===== src/rtl/cache_wb_buffer_if.sv =====
`default_nettype none
// ============================================================================
// Module   : cache_wb_buffer_if
// Brief    : Eviction, memory-write and lookup channels of the write-back buffer.
// Revision : 1.0 - initial release
// ============================================================================
interface cache_wb_buffer_if #(
  parameter int LINE_BYTES = 64,
  parameter int BEAT_BYTES = 8,
  parameter int ADDR_WIDTH = 32,
  parameter int DEPTH      = 2
);
  localparam int c_CNT_W = $clog2(DEPTH + 1);

  // eviction side
  logic                      evict_valid_i;
  logic                      evict_ready_o;
  logic [ADDR_WIDTH-1:0]     evict_addr_i;
  logic [LINE_BYTES*8-1:0]   evict_line_i;

  // memory write channel
  logic                      mem_wvalid_o;
  logic                      mem_wready_i;
  logic [ADDR_WIDTH-1:0]     mem_waddr_o;
  logic [BEAT_BYTES*8-1:0]   mem_wdata_o;
  logic                      mem_wlast_o;
  logic                      mem_bvalid_i;

  // refill lookup and status
  logic [ADDR_WIDTH-1:0]     lookup_addr_i;
  logic                      lookup_hit_o;
  logic [c_CNT_W-1:0]        count_o;
  logic                      empty_o;

  modport slave (
    input  evict_valid_i, evict_addr_i, evict_line_i,
    input  mem_wready_i, mem_bvalid_i, lookup_addr_i,
    output evict_ready_o, mem_wvalid_o, mem_waddr_o, mem_wdata_o, mem_wlast_o,
    output lookup_hit_o, count_o, empty_o
  );

  modport master (
    output evict_valid_i, evict_addr_i, evict_line_i,
    output mem_wready_i, mem_bvalid_i, lookup_addr_i,
    input  evict_ready_o, mem_wvalid_o, mem_waddr_o, mem_wdata_o, mem_wlast_o,
    input  lookup_hit_o, count_o, empty_o
  );
endinterface
`default_nettype wire


===== src/rtl/cache_wb_buffer.sv =====
`default_nettype none
// ============================================================================
// Module   : cache_wb_buffer
// Brief    : FIFO of evicted lines drained to memory as beat bursts, retired on
//            write acknowledge; flags buffered line addresses for the refill path.
// Revision : 1.0 - initial release
// ============================================================================
module cache_wb_buffer #(
  parameter int LINE_BYTES = 64,
  parameter int BEAT_BYTES = 8,
  parameter int ADDR_WIDTH = 32,
  parameter int DEPTH      = 2
) (
  input  wire logic        clk_i,
  input  wire logic        rst_i,
  cache_wb_buffer_if.slave bus
);
  localparam int c_BEATS    = LINE_BYTES / BEAT_BYTES;
  localparam int c_LINE_OFF = $clog2(LINE_BYTES);
  localparam int c_BEAT_SH  = $clog2(BEAT_BYTES);
  localparam int c_TAG_W    = ADDR_WIDTH - c_LINE_OFF;
  localparam int c_LINE_W   = LINE_BYTES * 8;
  localparam int c_BEAT_W   = BEAT_BYTES * 8;
  localparam int c_BCNT_W   = (c_BEATS > 1) ? $clog2(c_BEATS) : 1;
  localparam int c_PTR_W    = (DEPTH > 1) ? $clog2(DEPTH) : 1;
  localparam int c_CNT_W    = $clog2(DEPTH + 1);

  localparam logic [c_CNT_W-1:0]  c_FULL      = c_CNT_W'(DEPTH);
  localparam logic [c_BCNT_W-1:0] c_LAST_BEAT = c_BCNT_W'(c_BEATS - 1);
  localparam logic [c_PTR_W-1:0]  c_PTR_MAX   = c_PTR_W'(DEPTH - 1);

  typedef enum logic [1:0] {
    S_IDLE     = 2'd0,
    S_SEND     = 2'd1,
    S_WAIT_ACK = 2'd2
  } state_t;

  state_t                r_state;
  state_t                w_state_nxt;
  logic [c_BCNT_W-1:0]   r_beat;
  logic [c_BCNT_W-1:0]   w_beat_nxt;

  logic [c_TAG_W-1:0]    r_tag  [DEPTH];
  logic [c_LINE_W-1:0]   r_line [DEPTH];
  logic [DEPTH-1:0]      r_occ;
  logic [c_PTR_W-1:0]    r_wr_ptr;
  logic [c_PTR_W-1:0]    r_rd_ptr;
  logic [c_CNT_W-1:0]    r_count;
  logic [c_CNT_W-1:0]    w_count_nxt;
  logic                  r_ready;
  logic                  r_empty;

  logic                  w_push;
  logic                  w_pop;
  logic                  w_send;
  logic                  w_hs;
  logic                  w_last;
  logic [c_TAG_W-1:0]    w_evict_tag;
  logic [c_TAG_W-1:0]    w_lookup_tag;
  logic [DEPTH-1:0]      w_hit_vec;
  logic [c_LINE_W-1:0]   w_head_line;
  logic [ADDR_WIDTH-1:0] w_head_addr;
  logic [ADDR_WIDTH-1:0] w_beat_off;
  logic [c_BEAT_W-1:0]   w_beat_data;
  logic                  w_unused;

  function automatic logic [c_PTR_W-1:0] f_ptr_inc(input logic [c_PTR_W-1:0] p);
    return (p == c_PTR_MAX) ? '0 : p + 1'b1;
  endfunction

  assign w_push       = bus.evict_valid_i & r_ready;
  assign w_pop        = (r_state == S_WAIT_ACK) & bus.mem_bvalid_i;
  assign w_send       = (r_state == S_SEND);
  assign w_hs         = w_send & bus.mem_wready_i;
  assign w_last       = (r_beat == c_LAST_BEAT);
  assign w_evict_tag  = c_TAG_W'(bus.evict_addr_i >> c_LINE_OFF);
  assign w_lookup_tag = c_TAG_W'(bus.lookup_addr_i >> c_LINE_OFF);

  // Offset bits below the line boundary are intentionally dropped.
  assign w_unused = ^{bus.evict_addr_i, bus.lookup_addr_i};

  // ------------------------------------------------------------------------
  // Drain FSM
  // ------------------------------------------------------------------------
  always_comb begin
    w_state_nxt = r_state;
    w_beat_nxt  = r_beat;
    case (r_state)
      S_IDLE: begin
        if (!r_empty) begin
          w_state_nxt = S_SEND;
          w_beat_nxt  = '0;
        end
      end
      S_SEND: begin
        if (w_hs) begin
          if (w_last) begin
            w_state_nxt = S_WAIT_ACK;
          end else begin
            w_beat_nxt = r_beat + 1'b1;
          end
        end
      end
      S_WAIT_ACK: begin
        if (bus.mem_bvalid_i) begin
          w_state_nxt = S_IDLE;
        end
      end
      default: begin
        w_state_nxt = S_IDLE;
      end
    endcase
  end

  always_comb begin
    w_count_nxt = r_count;
    if (w_push && !w_pop) begin
      w_count_nxt = r_count + 1'b1;
    end else if (!w_push && w_pop) begin
      w_count_nxt = r_count - 1'b1;
    end
  end

  // Ready and empty are registered from the next count, so a pop while full
  // only reopens the eviction port on the following cycle.
  always_ff @(posedge clk_i or posedge rst_i) begin
    if (rst_i) begin
      r_state  <= S_IDLE;
      r_beat   <= '0;
      r_count  <= '0;
      r_ready  <= 1'b1;
      r_empty  <= 1'b1;
      r_wr_ptr <= '0;
      r_rd_ptr <= '0;
      r_occ    <= '0;
    end else begin
      r_state <= w_state_nxt;
      r_beat  <= w_beat_nxt;
      r_count <= w_count_nxt;
      r_ready <= (w_count_nxt != c_FULL);
      r_empty <= (w_count_nxt == '0);
      if (w_push) begin
        r_wr_ptr        <= f_ptr_inc(r_wr_ptr);
        r_occ[r_wr_ptr] <= 1'b1;
      end
      if (w_pop) begin
        r_rd_ptr        <= f_ptr_inc(r_rd_ptr);
        r_occ[r_rd_ptr] <= 1'b0;
      end
    end
  end

  // Payload storage carries no reset; occupancy bits qualify every use.
  always_ff @(posedge clk_i) begin
    if (w_push) begin
      r_tag[r_wr_ptr]  <= w_evict_tag;
      r_line[r_wr_ptr] <= bus.evict_line_i;
    end
  end

  // ------------------------------------------------------------------------
  // Lookup across every occupied entry, including the one being drained
  // ------------------------------------------------------------------------
  generate
    for (genvar g = 0; g < DEPTH; g++) begin : g_lookup
      assign w_hit_vec[g] = r_occ[g] & (r_tag[g] == w_lookup_tag);
    end
  endgenerate

  assign bus.lookup_hit_o = |w_hit_vec;

  // ------------------------------------------------------------------------
  // Beat formation from the head entry
  // ------------------------------------------------------------------------
  assign w_head_line = r_line[r_rd_ptr];
  assign w_head_addr = ADDR_WIDTH'(r_tag[r_rd_ptr]) << c_LINE_OFF;
  assign w_beat_off  = ADDR_WIDTH'(r_beat) << c_BEAT_SH;
  assign w_beat_data = w_head_line[r_beat * c_BEAT_W +: c_BEAT_W];

  assign bus.mem_wvalid_o = w_send;
  assign bus.mem_waddr_o  = w_send ? (w_head_addr + w_beat_off) : '0;
  assign bus.mem_wdata_o  = w_send ? w_beat_data : '0;
  assign bus.mem_wlast_o  = w_send & w_last;

  assign bus.evict_ready_o = r_ready;
  assign bus.count_o       = r_count;
  assign bus.empty_o       = r_empty;

endmodule
`default_nettype wire


===== src/flat_wrapper.sv =====
// flat-port wrapper written by rule: the top's interface ports become plain ports
module cache_wb_buffer_flat 
#(
  parameter int LINE_BYTES = 64,
  parameter int BEAT_BYTES = 8,
  parameter int ADDR_WIDTH = 32,
  parameter int DEPTH      = 2
)
  (clk_i, rst_i, bus_evict_valid_i, bus_evict_addr_i, bus_evict_line_i, bus_mem_wready_i, bus_mem_bvalid_i, bus_lookup_addr_i, bus_evict_ready_o, bus_mem_wvalid_o, bus_mem_waddr_o, bus_mem_wdata_o, bus_mem_wlast_o, bus_lookup_hit_o, bus_count_o, bus_empty_o);
  cache_wb_buffer_if #(.LINE_BYTES(LINE_BYTES), .BEAT_BYTES(BEAT_BYTES), .ADDR_WIDTH(ADDR_WIDTH), .DEPTH(DEPTH)) bus_i ();
  input  wire logic clk_i;
  input  wire logic rst_i;
  input wire logic [$bits(bus_i.evict_valid_i)-1:0] bus_evict_valid_i;
  input wire logic [$bits(bus_i.evict_addr_i)-1:0] bus_evict_addr_i;
  input wire logic [$bits(bus_i.evict_line_i)-1:0] bus_evict_line_i;
  input wire logic [$bits(bus_i.mem_wready_i)-1:0] bus_mem_wready_i;
  input wire logic [$bits(bus_i.mem_bvalid_i)-1:0] bus_mem_bvalid_i;
  input wire logic [$bits(bus_i.lookup_addr_i)-1:0] bus_lookup_addr_i;
  output wire logic [$bits(bus_i.evict_ready_o)-1:0] bus_evict_ready_o;
  output wire logic [$bits(bus_i.mem_wvalid_o)-1:0] bus_mem_wvalid_o;
  output wire logic [$bits(bus_i.mem_waddr_o)-1:0] bus_mem_waddr_o;
  output wire logic [$bits(bus_i.mem_wdata_o)-1:0] bus_mem_wdata_o;
  output wire logic [$bits(bus_i.mem_wlast_o)-1:0] bus_mem_wlast_o;
  output wire logic [$bits(bus_i.lookup_hit_o)-1:0] bus_lookup_hit_o;
  output wire logic [$bits(bus_i.count_o)-1:0] bus_count_o;
  output wire logic [$bits(bus_i.empty_o)-1:0] bus_empty_o;
  assign bus_i.evict_valid_i = bus_evict_valid_i;
  assign bus_i.evict_addr_i = bus_evict_addr_i;
  assign bus_i.evict_line_i = bus_evict_line_i;
  assign bus_i.mem_wready_i = bus_mem_wready_i;
  assign bus_i.mem_bvalid_i = bus_mem_bvalid_i;
  assign bus_i.lookup_addr_i = bus_lookup_addr_i;
  assign bus_evict_ready_o = bus_i.evict_ready_o;
  assign bus_mem_wvalid_o = bus_i.mem_wvalid_o;
  assign bus_mem_waddr_o = bus_i.mem_waddr_o;
  assign bus_mem_wdata_o = bus_i.mem_wdata_o;
  assign bus_mem_wlast_o = bus_i.mem_wlast_o;
  assign bus_lookup_hit_o = bus_i.lookup_hit_o;
  assign bus_count_o = bus_i.count_o;
  assign bus_empty_o = bus_i.empty_o;
  cache_wb_buffer #(.LINE_BYTES(LINE_BYTES), .BEAT_BYTES(BEAT_BYTES), .ADDR_WIDTH(ADDR_WIDTH), .DEPTH(DEPTH)) u_core (.clk_i(clk_i), .rst_i(rst_i), .bus(bus_i));
endmodule

===== config.mk =====
export PLATFORM = sky130hd
export DESIGN_NAME = cache_wb_buffer_flat
export DESIGN_NICKNAME = d
export VERILOG_FILES = /design/src/rtl/cache_wb_buffer_if.sv /design/src/rtl/cache_wb_buffer.sv /design/src/flat_wrapper.sv
export SDC_FILE = /design/constraint.sdc
export NUM_CORES = 1
export LEC_CHECK = 0
export CAP_MARGIN = 5
export CORE_AREA = 4 4 308 310
export DETAILED_ROUTE_END_ITERATION = 8
export DIE_AREA = 0 0 312 314
export GPL_TIMING_DRIVEN = 0
export PLACE_DENSITY = 0.7
export SLEW_MARGIN = 20
export SYNTH_ARGS = -nofsm -noshare
export SYNTH_HDL_FRONTEND = slang
export SYNTH_SLANG_ARGS = --single-unit

===== constraint.sdc =====
create_clock -name clk_i -period 63.7 [get_ports clk_i]
set_clock_uncertainty 0.1 [all_clocks]
set_input_delay 12.74 -clock clk_i [delete_from_list [all_inputs] [get_ports clk_i]]
set_output_delay 12.74 -clock clk_i [all_outputs]
set_load 0.02 [all_outputs]

# [After elaboration in Yosys (flattened, before gate mapping)]
# Memory sizes are Yosys's and may differ from the RTL's.
# Cells that the tools add are included.
[op_classes] add_sub_neg=6 magnitude_cmp=4 n_eq_ne=11 shifts=1 muxes=23 bitwise_logic=9 reduce_logical=12
[ops] operator="$shiftx A512 B10 Y64" n=1
[ops] operator="$mux W64" n=1
[ops] operator="$eq A26 B26 Y1" n=2
[ops] operator="$add A32 B6 Y32" n=1
[ops] operator="$mux W32" n=1
[ops] operator="$mux W2" n=8
[ops] operator="$ne A2 B2 Y1 const B" n=6
[ops] operator="$mux W3" n=3
[ops] operator="$reduce_and A4 Y1" n=2
[ops] operator="$and A1 B1 Y1" n=6
[ops] operator="$mux W1" n=6
[ops] operator="$pmux W2 S3" n=1
[ops] operator="$pmux W3 S2" n=1
[ops] operator="$logic_and A1 B1 Y1" n=4
[ops] operator="$logic_not A2 Y1" n=2
[ops] operator="$lt A1 B2 Y1 const B" n=2
[ops] operator="$add A3 B1 Y3 const B" n=1
[ops] operator="$eq A3 B3 Y1 const B" n=1
[ops] operator="$add A1 B1 Y1 const B" n=2
[ops] operator="$add A2 B1 Y2 const B" n=1
[ops] operator="$and A2 B2 Y2" n=1
[ops] operator="$demux W1 S1" n=2
[ops] operator="$eq A2 B1 Y1 const B" n=1
[ops] operator="$eq A2 B2 Y1 const B" n=1
[ops] operator="other kinds (7)" n=9
[totals] reg_bits=13 ram_bits=1076 in_bits=581 output_inout_bits=103 word_cells=76 n_memories=2
[mem_list] name="u_core.r_line" depth=2 width=512 read_ports=1 rd_clocked_by_memory_dff=0 wr=1 line="cache_wb_buffer.sv:44" text="logic [c_LINE_W-1:0] r_line [DEPTH];"
[mem_list] name="u_core.r_tag" depth=2 width=26 read_ports=3 rd_clocked_by_memory_dff=0 wr=1 line="cache_wb_buffer.sv:43" text="logic [c_TAG_W-1:0] r_tag [DEPTH];"

# [Logic depth before layout (Yosys ltp)]
# Gate-level depths: netlist of the first run.
[logic_depth] word_depth=8 ltp_mapped=7 mapped_depth_nobuf=6

# [Worst setup path before layout of the first run]
# Ideal clock, no wire load.
[synth_timing] kind="input port to flip-flop" start="input bus_evict_valid_i" end="register u_core.r_occ[0]" setup_time_ns=0.161 arrival_time_ns=36.915 t_required_ns=63.439 slack_ns=26.524 cell_stages=3 path_buffers=0 path_cell_list="nand2_1 -> nor2_1 -> o22a_1"
[synth_via] elab_chain_len=4
[synth_lines] item="start: declaration" line="flat_wrapper.sv:13" text="input wire logic [$bits(bus_i.evict_valid_i)-1:0] bus_evict_valid_i;"
[synth_lines] item="$and A1 B1 Y1 (*)" line="cache_wb_buffer.sv:71" text="assign w_push = bus.evict_valid_i & r_ready;"
[synth_lines] item="$mux W2 (*)" line="cache_wb_buffer.sv:142" text="if (w_push) begin"
[synth_lines] item="$and A2 B2 Y2 (no source line)"
[synth_lines] item="$mux W2 (*)" line="cache_wb_buffer.sv:146" text="if (w_pop) begin"
[synth_lines] item="end signal: assignment" line="cache_wb_buffer.sv:135" text="r_occ <= '0;"
[synth_lines] item="end signal: indexed assignment" line="cache_wb_buffer.sv:144" text="r_occ[r_wr_ptr] <= 1'b1;"
[synth_lines] item="end signal: indexed assignment" line="cache_wb_buffer.sv:148" text="r_occ[r_rd_ptr] <= 1'b0;"
[synth_lines] item="end: declaration" line="cache_wb_buffer.sv:45" text="logic [DEPTH-1:0] r_occ;"
# Mark *: on every way between the ends. The rest lies on a longest branch, timed or not.
# A chain may end at the register's enable or synchronous reset.

# [Final worst setup path of the first run]
[layout_timing] start="input bus_lookup_addr_i[20]" end="output bus_lookup_hit_o"
[layout_via] elab_chain_len=3 elab_cells_between_ends=5 cone_classes="eq/ne (2); bitwise (2); reduce/logical (1)"
[layout_lines] item="start: declaration" line="flat_wrapper.sv:18" text="input wire logic [$bits(bus_i.lookup_addr_i)-1:0] bus_lookup_addr_i;"
[layout_lines] item="$eq A26 B26 Y1" line="cache_wb_buffer.sv:166" text="assign w_hit_vec[g] = r_occ[g] & (r_tag[g] == w_lookup_tag);"
[layout_lines] item="$and A1 B1 Y1" line="cache_wb_buffer.sv:166"
[layout_lines] item="$reduce_or A2 Y1 (*)" line="cache_wb_buffer.sv:170" text="assign bus.lookup_hit_o = |w_hit_vec;"
[layout_lines] item="end: declaration" line="flat_wrapper.sv:24" text="output wire logic [$bits(bus_i.lookup_hit_o)-1:0] bus_lookup_hit_o;"
# Marked as above.

==> flow_metrics.tcl, run 1 <==
set metrics [dict create \
    status "finished, final reports clean" \
    reg2reg_from "u_core.bus.evict_ready_o" \
    synth_flop_cell "edfxtp_1" \
    path_cells "clkdlybuf4s50_1, xnor2_1, nand4_1, or4_1, o22ai_1, clkdlybuf4s50_1" \
    area_growth_pct 30.33 \
    place_inst 3696 \
    internal_power_uw 1685 \
    num_vias 22110 \
    synth_async_sr_flop_share_pct 1.194 \
    clkLatencyLatePin_ns 0.68 \
    max_cap_violations 0 \
    yosysTopAreaCell "edfxtp_1" \
    drtIter0Drc 2117 \
    start_util_pct 45.92 \
    drive_gt1_share_pct 17.87 \
    final_hold_viol_count 0 \
    grt_pass1_vias 23640 \
    place.gp.congestion 0.8546 \
    multi_input_area_um2 8821 \
    io_pins 684 \
    crit_fanout 2 \
    dieArea_um2 97970 \
    ys_top_cells_by_count "edfxtp_1 (1,076), mux4_2 (214), mux2i_1 (155)" \
    max_stage_delay_ns 0.66 \
    yosysTopAreaCellShare_pct 76.77 \
    core.rowCount 111 \
    grt_max_degree 55 \
    critPathKind "input port to output pin" \
    synth-edff-count 1076 \
    die_x_um 312 \
    hold_start "u_core.r_state[0]" \
    ff2ff_setup_slack_ns 60.97 \
    seq_power_share_pct 41.1 \
    min_to "u_core.r_state[0]" \
    tns_ns 0 \
    postCtsHoldBufs 0 \
    p_clk_share_pct 26.6 \
    post_cts_buffers 0 \
    hpwl_um 80970 \
    synth_most_common_cell "edfxtp_1" \
    peakVddDrop_v 0.00002920 \
    placed_area_um2 51160 \
    clk_pin_slew_worst_paths_ns 0.07 \
    root_buffer "clkbuf_16" \
    p_sw_share_pct 30.25 \
    tritoncts "yes" \
    fin_crit_sh_pct 43.73 \
    ys.warnings.count 0 \
    rsz0062_at_grt "no" \
    avgSynthCellArea_um2 23.34 \
    drt_pre_antenna_iters 5 \
    htreeDepth 3 \
    fp.dieH_um 314 \
    overflow 0 \
    hold_class "register to register" \
    worst_slew_pin_slew_ns 1.120 \
    track_usage_pct 22.64 \
    post_drt_wl_per_cell_um 28.53 \
    nets 3206 \
    relSlewSlack_pct 25.34 \
    synth_cells 1803 \
    cts_buffers 111 \
    viasPerCell 5.615 \
    setup_viol 0 \
    start_kind "input port" \
    finalCriticalPeriod_ns 27.86 \
    ys_types 36 \
    grt_pass1_wl_um 160800 \
    cts.sinks 1089 \
    cts.path.max_buffers 3 \
    final-max-slew-violation-count 0 \
    worstHoldPathCells 1 \
    coreArea_um2 91660 \
    crit_required_ns 50.86 \
    ant_nets 0 \
    synthTopCellsByArea "edfxtp_1 (77%), mux4_2 (11%), mux2i_1 (3.7%), mux4_1 (2.6%), o22ai_1 (0.98%)" \
    regArea_um2 32640 \
    ys_seq_area_share_pct 77.54 \
    r2r-end "u_core.r_line[1][22]" \
    p_sw_uw 730.8 \
    timing.fmax_ghz 0.03590 \
    synth_seq_cells 1089 \
    ff2ff_path_depth 5 \
    power.density_nw_per_um2 44.04 \
    stdcell_area_um2 54860 \
    power_frac_comb_pct 32.3 \
    fin_cells 3937 \
    antenna_found_initial 49 \
    hold_ws_ns 0.4377 \
    cpMostUsedCell "clkdlybuf4s50_1" \
    cts.repair.resized 0 \
    fill_cells 6482 \
    endpoint_kind "output pin" \
    portBuffers 668 \
    critPathSlowestCell "clkdlybuf4s50_1" \
    drc 0 \
    finish.utilization_pct 59.85 \
    p_leak_uw 0.01798 \
    syn_area_um2 42090 \
    drt-total-wl_um 112300 \
    arrival_ns 15.02 \
]
[metal layers]
layer,track usage (%),wire length [um],vias up
met1,27.93,41910,11550
met2,39.30,59390,951
met4,8.015,3013,22
met5,0,143,-
met3,5.503,7850,180
li1,-,-,9407
[cells in the final DEF, fill, tap and decap left out, drive strengths merged, types with 4 or more instances in the layout]
cell	synthesis	layout
xor2	22	22
clkbuf	25	161
nor4	4	4
nand4	8	8
nor2	29	29
bufinv	0	12
o22ai	66	66
mux4	256	256
diode	0	37
dfrtp	11	11
mux2i	155	155
inv	5	9
buf	71	108
nand2	7	7
clkdlybuf4s50	0	668
edfxtp	1076	1076
clkinv	0	50
xnor2	35	35
[worst max-delay path by stage]
stage	start	cells after the start	slack [ns]	end
6_report	bus_lookup_addr_i[20]	6	35.84	bus_lookup_hit_o
5_1_grt	bus_lookup_addr_i[20]	6	35.81	bus_lookup_hit_o
4_1_cts	bus_lookup_addr_i[20]	6	35.89	bus_lookup_hit_o
3_5_place_dp	bus_lookup_addr_i[20]	6	35.96	bus_lookup_hit_o
3_3_place_gp	bus_evict_valid_i	4	14.80	u_core.r_occ[0]
2_1_floorplan	bus_evict_valid_i	3	26.52	u_core.r_occ[0]
[critical path, delay by kind of cell]
kind | cells | cell delay, ns
xor+xnor | 1 | 0.31
simple gates | 2 | 0.69
buf+inv | 2 | 1.13
compound gates | 1 | 0.15
[kinds of logic (layout without fill, tap and decap cells)]
logic type      Yosys count  after routing  synth area share [%]
flops                  1089           1089                 77.54
xor+xnor                 57             57                 1.186
simple gates             65             65                0.7461
fa+ha+maj                 2              2               0.05944
compound gates           77             77                 1.150
other cells               1             40              0.008909
mux                     411            411                 17.76
buf+inv                 101           1010                 1.546
[layout make-up]
| class | instances | area share [%] |
|---|---|---|
| Clock buffer | 136 | 5.406 |
| Tap cell | 1186 | 2.705 |
| Sequential cell | 1089 | 59.50 |
| Inverter | 5 | 0.03421 |
| Antenna cell | 37 | 0.1688 |
| Timing Repair Buffer | 705 | 13.78 |
| Clock inverter | 68 | 1.175 |
| Multi-Input combinational cell | 615 | 16.08 |
| Buffer | 96 | 1.159 |
[power by group through the flow]
stage / logic [uW] / registers, uW / clock network, uW
5_1_grt: 825 / 1000 / 688
2_1_floorplan: 437 / 1130 / 0
3_3_place_gp: 737 / 1190 / 0
4_1_cts: 792 / 995 / 656
6_report: 780 / 994 / 642
3_5_place_dp: 788 / 1010 / 0
[metrics by stage]
| step | power [uW] | worst slack, ns |
|---|---|---|
| after floorplan | 1563 | 26.52 |
| after global placement | 1930 | 14.80 |
| after detailed placement | 1797 | 35.96 |
| after CTS | 2442 | 35.89 |
| after global routing | 2517 | 35.81 |
| final | 2416 | 35.84 |
[sequential cells by signal, indices dropped and copies added, names as in the netlist, 2 cells and up]
register            flops
u_core.r_line        1024
u_core.r_occ            2
u_core.r_beat           3
u_core.bus.count_o      2
u_core.r_state          2
u_core.r_tag           52
Note: power is estimated with default switching activity, not from simulation.
==> run 2: changes to the inputs <==
- clock period: 63.7 -> 26.3 ns (I/O delays scaled with it)
==> flow_metrics.tcl, run 2 (synthesis gave the netlist of run 1 again) <==
set metrics [dict create \
    hpwl_um 80920 \
    start_kind "input port" \
    power.density_nw_per_um2 105.8 \
    crit_required_ns 20.94 \
    final_common_cell "edfxtp_1" \
    internal_power_uw 4025 \
    largestRegisters "u_core.r_line: 1024 flops, u_core.r_tag: 52 flops, u_core.r_beat: 3 flops" \
    post_cts_buffers 0 \
    largest_register_ffs 1024 \
    startpoint "bus_lookup_addr_i[15]" \
    p_leak_uw 0.01788 \
    coreArea_um2 91660 \
    crit_fanout 2 \
    power_frac_comb_pct 32.6 \
    p_sw_uw 1762 \
    clk_pin_slew_worst_paths_ns 0.06 \
    place_inst 3697 \
    post_drt_wl_per_cell_um 28.46 \
    grt_pass1_wl_um 160100 \
    track_usage_pct 22.56 \
    reg2reg_from "u_core.bus.evict_ready_o" \
    htreeDepth 3 \
    endpoint_kind "output pin" \
    place_worst_setup_slack_ns 13.44 \
    grt_pass1_vias 23570 \
    p_clk_share_pct 25.8 \
    drc 0 \
    critPathSlowestCell "clkdlybuf4s50_1" \
    relSlewSlack_pct 25.66 \
    max_cap_violations 0 \
    rsz0062_at_grt "no" \
    worst_slew_pin_slew_ns 1.115 \
    ff2ff_path_depth 9 \
    critPathBufInv 2 \
    ant_nets 0 \
    setup_viol 0 \
    drt_pre_antenna_iters 5 \
    postCtsHoldBufs 0 \
    start_util_pct 45.92 \
    crit_end "bus_lookup_hit_o" \
    cts.repair.resized 0 \
    antenna_found_initial 55 \
    final_cell_mix "edfxtp_1 (1,076), clkdlybuf4s50_1 (668), mux4_2 (214)" \
    num_vias 22020 \
    worst-path-stages 6 \
    cts_buffers 111 \
    overflow 0 \
    fin_ws_ns 13.43 \
    drt-total-wl_um 112300 \
    placed_area_um2 51160 \
    drtIter0Drc 2166 \
    io_pins 684 \
    final_hold_viol_count 0 \
    p_sw_share_pct 30.45 \
    cts.sinks 1089 \
    hold_class "register to register" \
    drive_gt1_share_pct 17.30 \
    clkLatencyLatePin_ns 0.67 \
    timing.fmax_ghz 0.07767 \
    routed.top_layer "met5" \
    fp.dieH_um 314 \
    power_uw 5787 \
    regMostFlops "u_core.r_line" \
    max_stage_delay_ns 0.64 \
    final-max-slew-violation-count 0 \
    cp_top_family "buffers and inverters" \
    seq_power_share_pct 41.6 \
    area_growth_pct 29.99 \
    stdcell_area_um2 54720 \
    wl_met2_um 59280 \
    peakVddDrop_v 0.00005934 \
    core.rowCount 111 \
    die_x_um 312 \
    wl_met3_um 8447 \
    grt_max_degree 56 \
    finalCriticalPeriod_ns 12.87 \
    critPathKind "input port to output pin" \
    arrival_ns 7.51 \
    viasPerCell 5.579 \
    wl_met1_um 41230 \
    place.gp.congestion 0.8539 \
    portBuffers 668 \
    finish.utilization_pct 59.69 \
    r2r-end "u_core.r_line[0][389]" \
    path_cells "clkdlybuf4s50_1, xnor2_1, nand4_1, or4_1, o22ai_1, clkdlybuf4s50_1" \
    ff2ff_setup_slack_ns 23.45 \
    root_buffer "clkbuf_16" \
    tritoncts "yes" \
    nets 3207 \
    fin_crit_sh_pct 48.95 \
    status "finished, final reports clean" \
    cts.path.max_buffers 3 \
    cpMostUsedCell "clkdlybuf4s50_1" \
    dieArea_um2 97970 \
    fin_cells 3948 \
]
-- run 2: cell count changes in the layout (fill, tap and decap cells not counted), moves of 3 or more --
| cell | delta |
|---|---|
| buf_12 | +3 |
| clkbuf_1 | +12 |
| bufinv_16 | -6 |
| clkinv_2 | -8 |
| clkinv_1 | +5 |
| diode_2 | +9 |
-- run 2: metal layers --
layer | vias to the layer above | GRT usage [%]
met5 | - | 0
met4 | 26 | 8.298
met3 | 174 | 5.227
met2 | 966 | 39.50
met1 | 11430 | 27.57
li1 | 9433 | -
-- run 2: per-stage QoR --
step                      setup TNS (ns)  hold slack [ns]
final                                  0           0.4309
after global routing                   0           0.4402
after CTS                              0           0.4207
after detailed placement               0           0.4073
after global placement           -589.32           0.3820
after floorplan                        0           0.3597
-- run 2: cell type report --
class	instances	area, um2
antenna	46	115.1
buffer	96	635.6
clock buffer	147	3008
clock inverter	58	431.7
fill	6529	36950
inverter	5	18.77
multi-input combinational	615	8821
sequential	1089	32640
tap	1186	1484
timing repair buffer	706	7562
-- run 2: how the worst min path moves through the flow --
| stage | endpoint | start | cells past startpoint | slack (ns) |
|---|---|---|---|---|
| floorplan | u_core.r_occ[0] | u_core.r_occ[0] | 1 | 0.36 |
| global placement | u_core.r_state[0] | u_core.r_state[0] | 1 | 0.38 |
| detailed placement | u_core.r_occ[0] | u_core.r_occ[0] | 1 | 0.41 |
| CTS | u_core.r_occ[0] | u_core.r_occ[0] | 1 | 0.42 |
| global route | u_core.bus.count_o[1] | u_core.bus.count_o[1] | 1 | 0.44 |
| finish | u_core.r_occ[0] | u_core.r_occ[0] | 1 | 0.43 |
-- run 2: power by group through the flow --
stage	combinational [uW]	clock (uW)	sequential [uW]
6_report	1890	1490	2410
5_1_grt	1990	1600	2430
2_1_floorplan	1060	0	2650
3_3_place_gp	1790	0	2770
4_1_cts	1920	1520	2410
3_5_place_dp	1910	0	2440
==> run 3: changes to the inputs <==
- PLACE_DENSITY: 0.7 -> 0.73
- clock period: 26.3 -> 10.6 ns (I/O delays scaled with it)
==> flow_metrics.tcl, run 3 (synthesis gave the netlist of run 1 again) <==
set metrics [dict create \
    status "finished, final reports clean" \
    cts.path.max_buffers 3 \
    timing.fmax_ghz 0.1511 \
    hold_class "register to register" \
    place.gp.congestion 0.8633 \
    io_pins 684 \
    clk_pin_slew_worst_paths_ns 0.06 \
    htreeDepth 3 \
    drt-total-wl_um 113400 \
    tritoncts "yes" \
    relSlewSlack_pct 31.92 \
    cts_buffers 110 \
    final_hold_viol_count 0 \
    viasPerCell 5.644 \
    power_uw 14500 \
    start_kind "input port" \
    crit_fanout 2 \
    p_leak_uw 0.01792 \
    root_buffer "clkbuf_16" \
    antenna_found_initial 69 \
    final_cell_mix "edfxtp_1 (1,076), clkdlybuf4s50_1 (668), mux4_2 (214)" \
    largest_register_ffs 1024 \
    grt_max_degree 58 \
    hold_ws_ns 0.4195 \
    core.rowCount 111 \
    endpoint_kind "output pin" \
    num_vias 22300 \
    clkLatencyLatePin_ns 0.68 \
    post_cts_buffers 0 \
    drive_gt1_share_pct 17.63 \
    finish.utilization_pct 59.81 \
    cts.sinks 1089 \
    postCtsHoldBufs 0 \
    power.density_nw_per_um2 264.6 \
    drc 0 \
    placed_area_um2 51140 \
    dieArea_um2 97970 \
    hold_start "u_core.r_occ[0]" \
    ant_nets 0 \
    drt_pre_antenna_iters 5 \
    finalCriticalPeriod_ns 6.620 \
    cts.repair.resized 0 \
    overflow 0 \
    stdcell_area_um2 54820 \
    fp.dieH_um 314 \
    peakVddDrop_v 0.0002447 \
    post_drt_wl_per_cell_um 28.69 \
    grt_pass1_wl_um 161800 \
    area_growth_pct 30.25 \
    die_x_um 312 \
    setup_viol 0 \
    portBuffers 668 \
    start_util_pct 45.92 \
    coreArea_um2 91660 \
    worst_slew_pin_slew_ns 1.021 \
    nets 3202 \
    rsz0062_at_grt "no" \
    critPathKind "input port to output pin" \
    final-max-slew-violation-count 0 \
    drtIter0Drc 2275 \
    reg2reg_from "u_core.bus.evict_ready_o" \
    largestRegisters "u_core.r_line: 1024 flops, u_core.r_tag: 52 flops, u_core.r_beat: 3 flops" \
    hpwl_um 80880 \
    fin_crit_sh_pct 62.45 \
    final_common_cell "edfxtp_1" \
    crit_required_ns 8.38 \
    max_cap_violations 0 \
    grt_pass1_vias 23820 \
    regMostFlops "u_core.r_line" \
    startpoint "bus_lookup_addr_i[15]" \
    tns_ns 0 \
    arrival_ns 4.40 \
    track_usage_pct 22.83 \
]
run 3: routing by layer:
| layer | routed length (um) | global-route usage [%] | vias up |
|---|---|---|---|
| met5 | 165 | 0 | - |
| met4 | 4039 | 10.45 | 28 |
| met3 | 9189 | 6.471 | 238 |
| met2 | 59590 | 38.73 | 1050 |
| met1 | 40410 | 27.28 | 11560 |
| li1 | - | - | 9428 |
run 3: final cells by class:
cell class / count / area, um2
Buffer: 96 / 636.9
Tap cell: 1186 / 1484
Fill cell: 6448 / 36840
Multi-Input combinational cell: 615 / 8837
Clock inverter: 68 / 651.9
Inverter: 5 / 18.77
Sequential cell: 1089 / 32640
Clock buffer: 136 / 2893
Timing Repair Buffer: 702 / 7525
Antenna cell: 55 / 137.6
run 3: report_power, final:
part / switching [uW] / internal [uW]
clock network: 1580 / 2220
logic: 2620 / 2090
registers: 218 / 5770
total: 4430 / 10100
run 3: critical path, cell delays in order:
cell             delay (ns)
clkdlybuf4s50_1        0.47
xnor2_1                0.31
nand4_1                0.17
or4_1                  0.55
o22ai_1                0.14
clkdlybuf4s50_1        0.64
run 3: worst paths after layout:
kind	end	slack, ns	cells after the start
max	bus_lookup_hit_o	3.98	6
min	u_core.r_occ[0]	0.42	1
max reg2reg	u_core.r_line[0][338]	7.05	11
min reg2reg	u_core.r_occ[0]	0.42	1
max in group asynchronous	u_core.bus.evict_ready_o	8.38	2
min in group asynchronous	u_core.bus.count_o[1]	1.67	2
run 3: per-stage QoR:
step | cells | worst slack [ns]
finish | 3952 | 3.980
global route | 3946 | 3.936
floorplan | 1805 | -0.1701
global placement | 3659 | -4.424
CTS | 3897 | 4.003
detailed placement | 3693 | 4.010
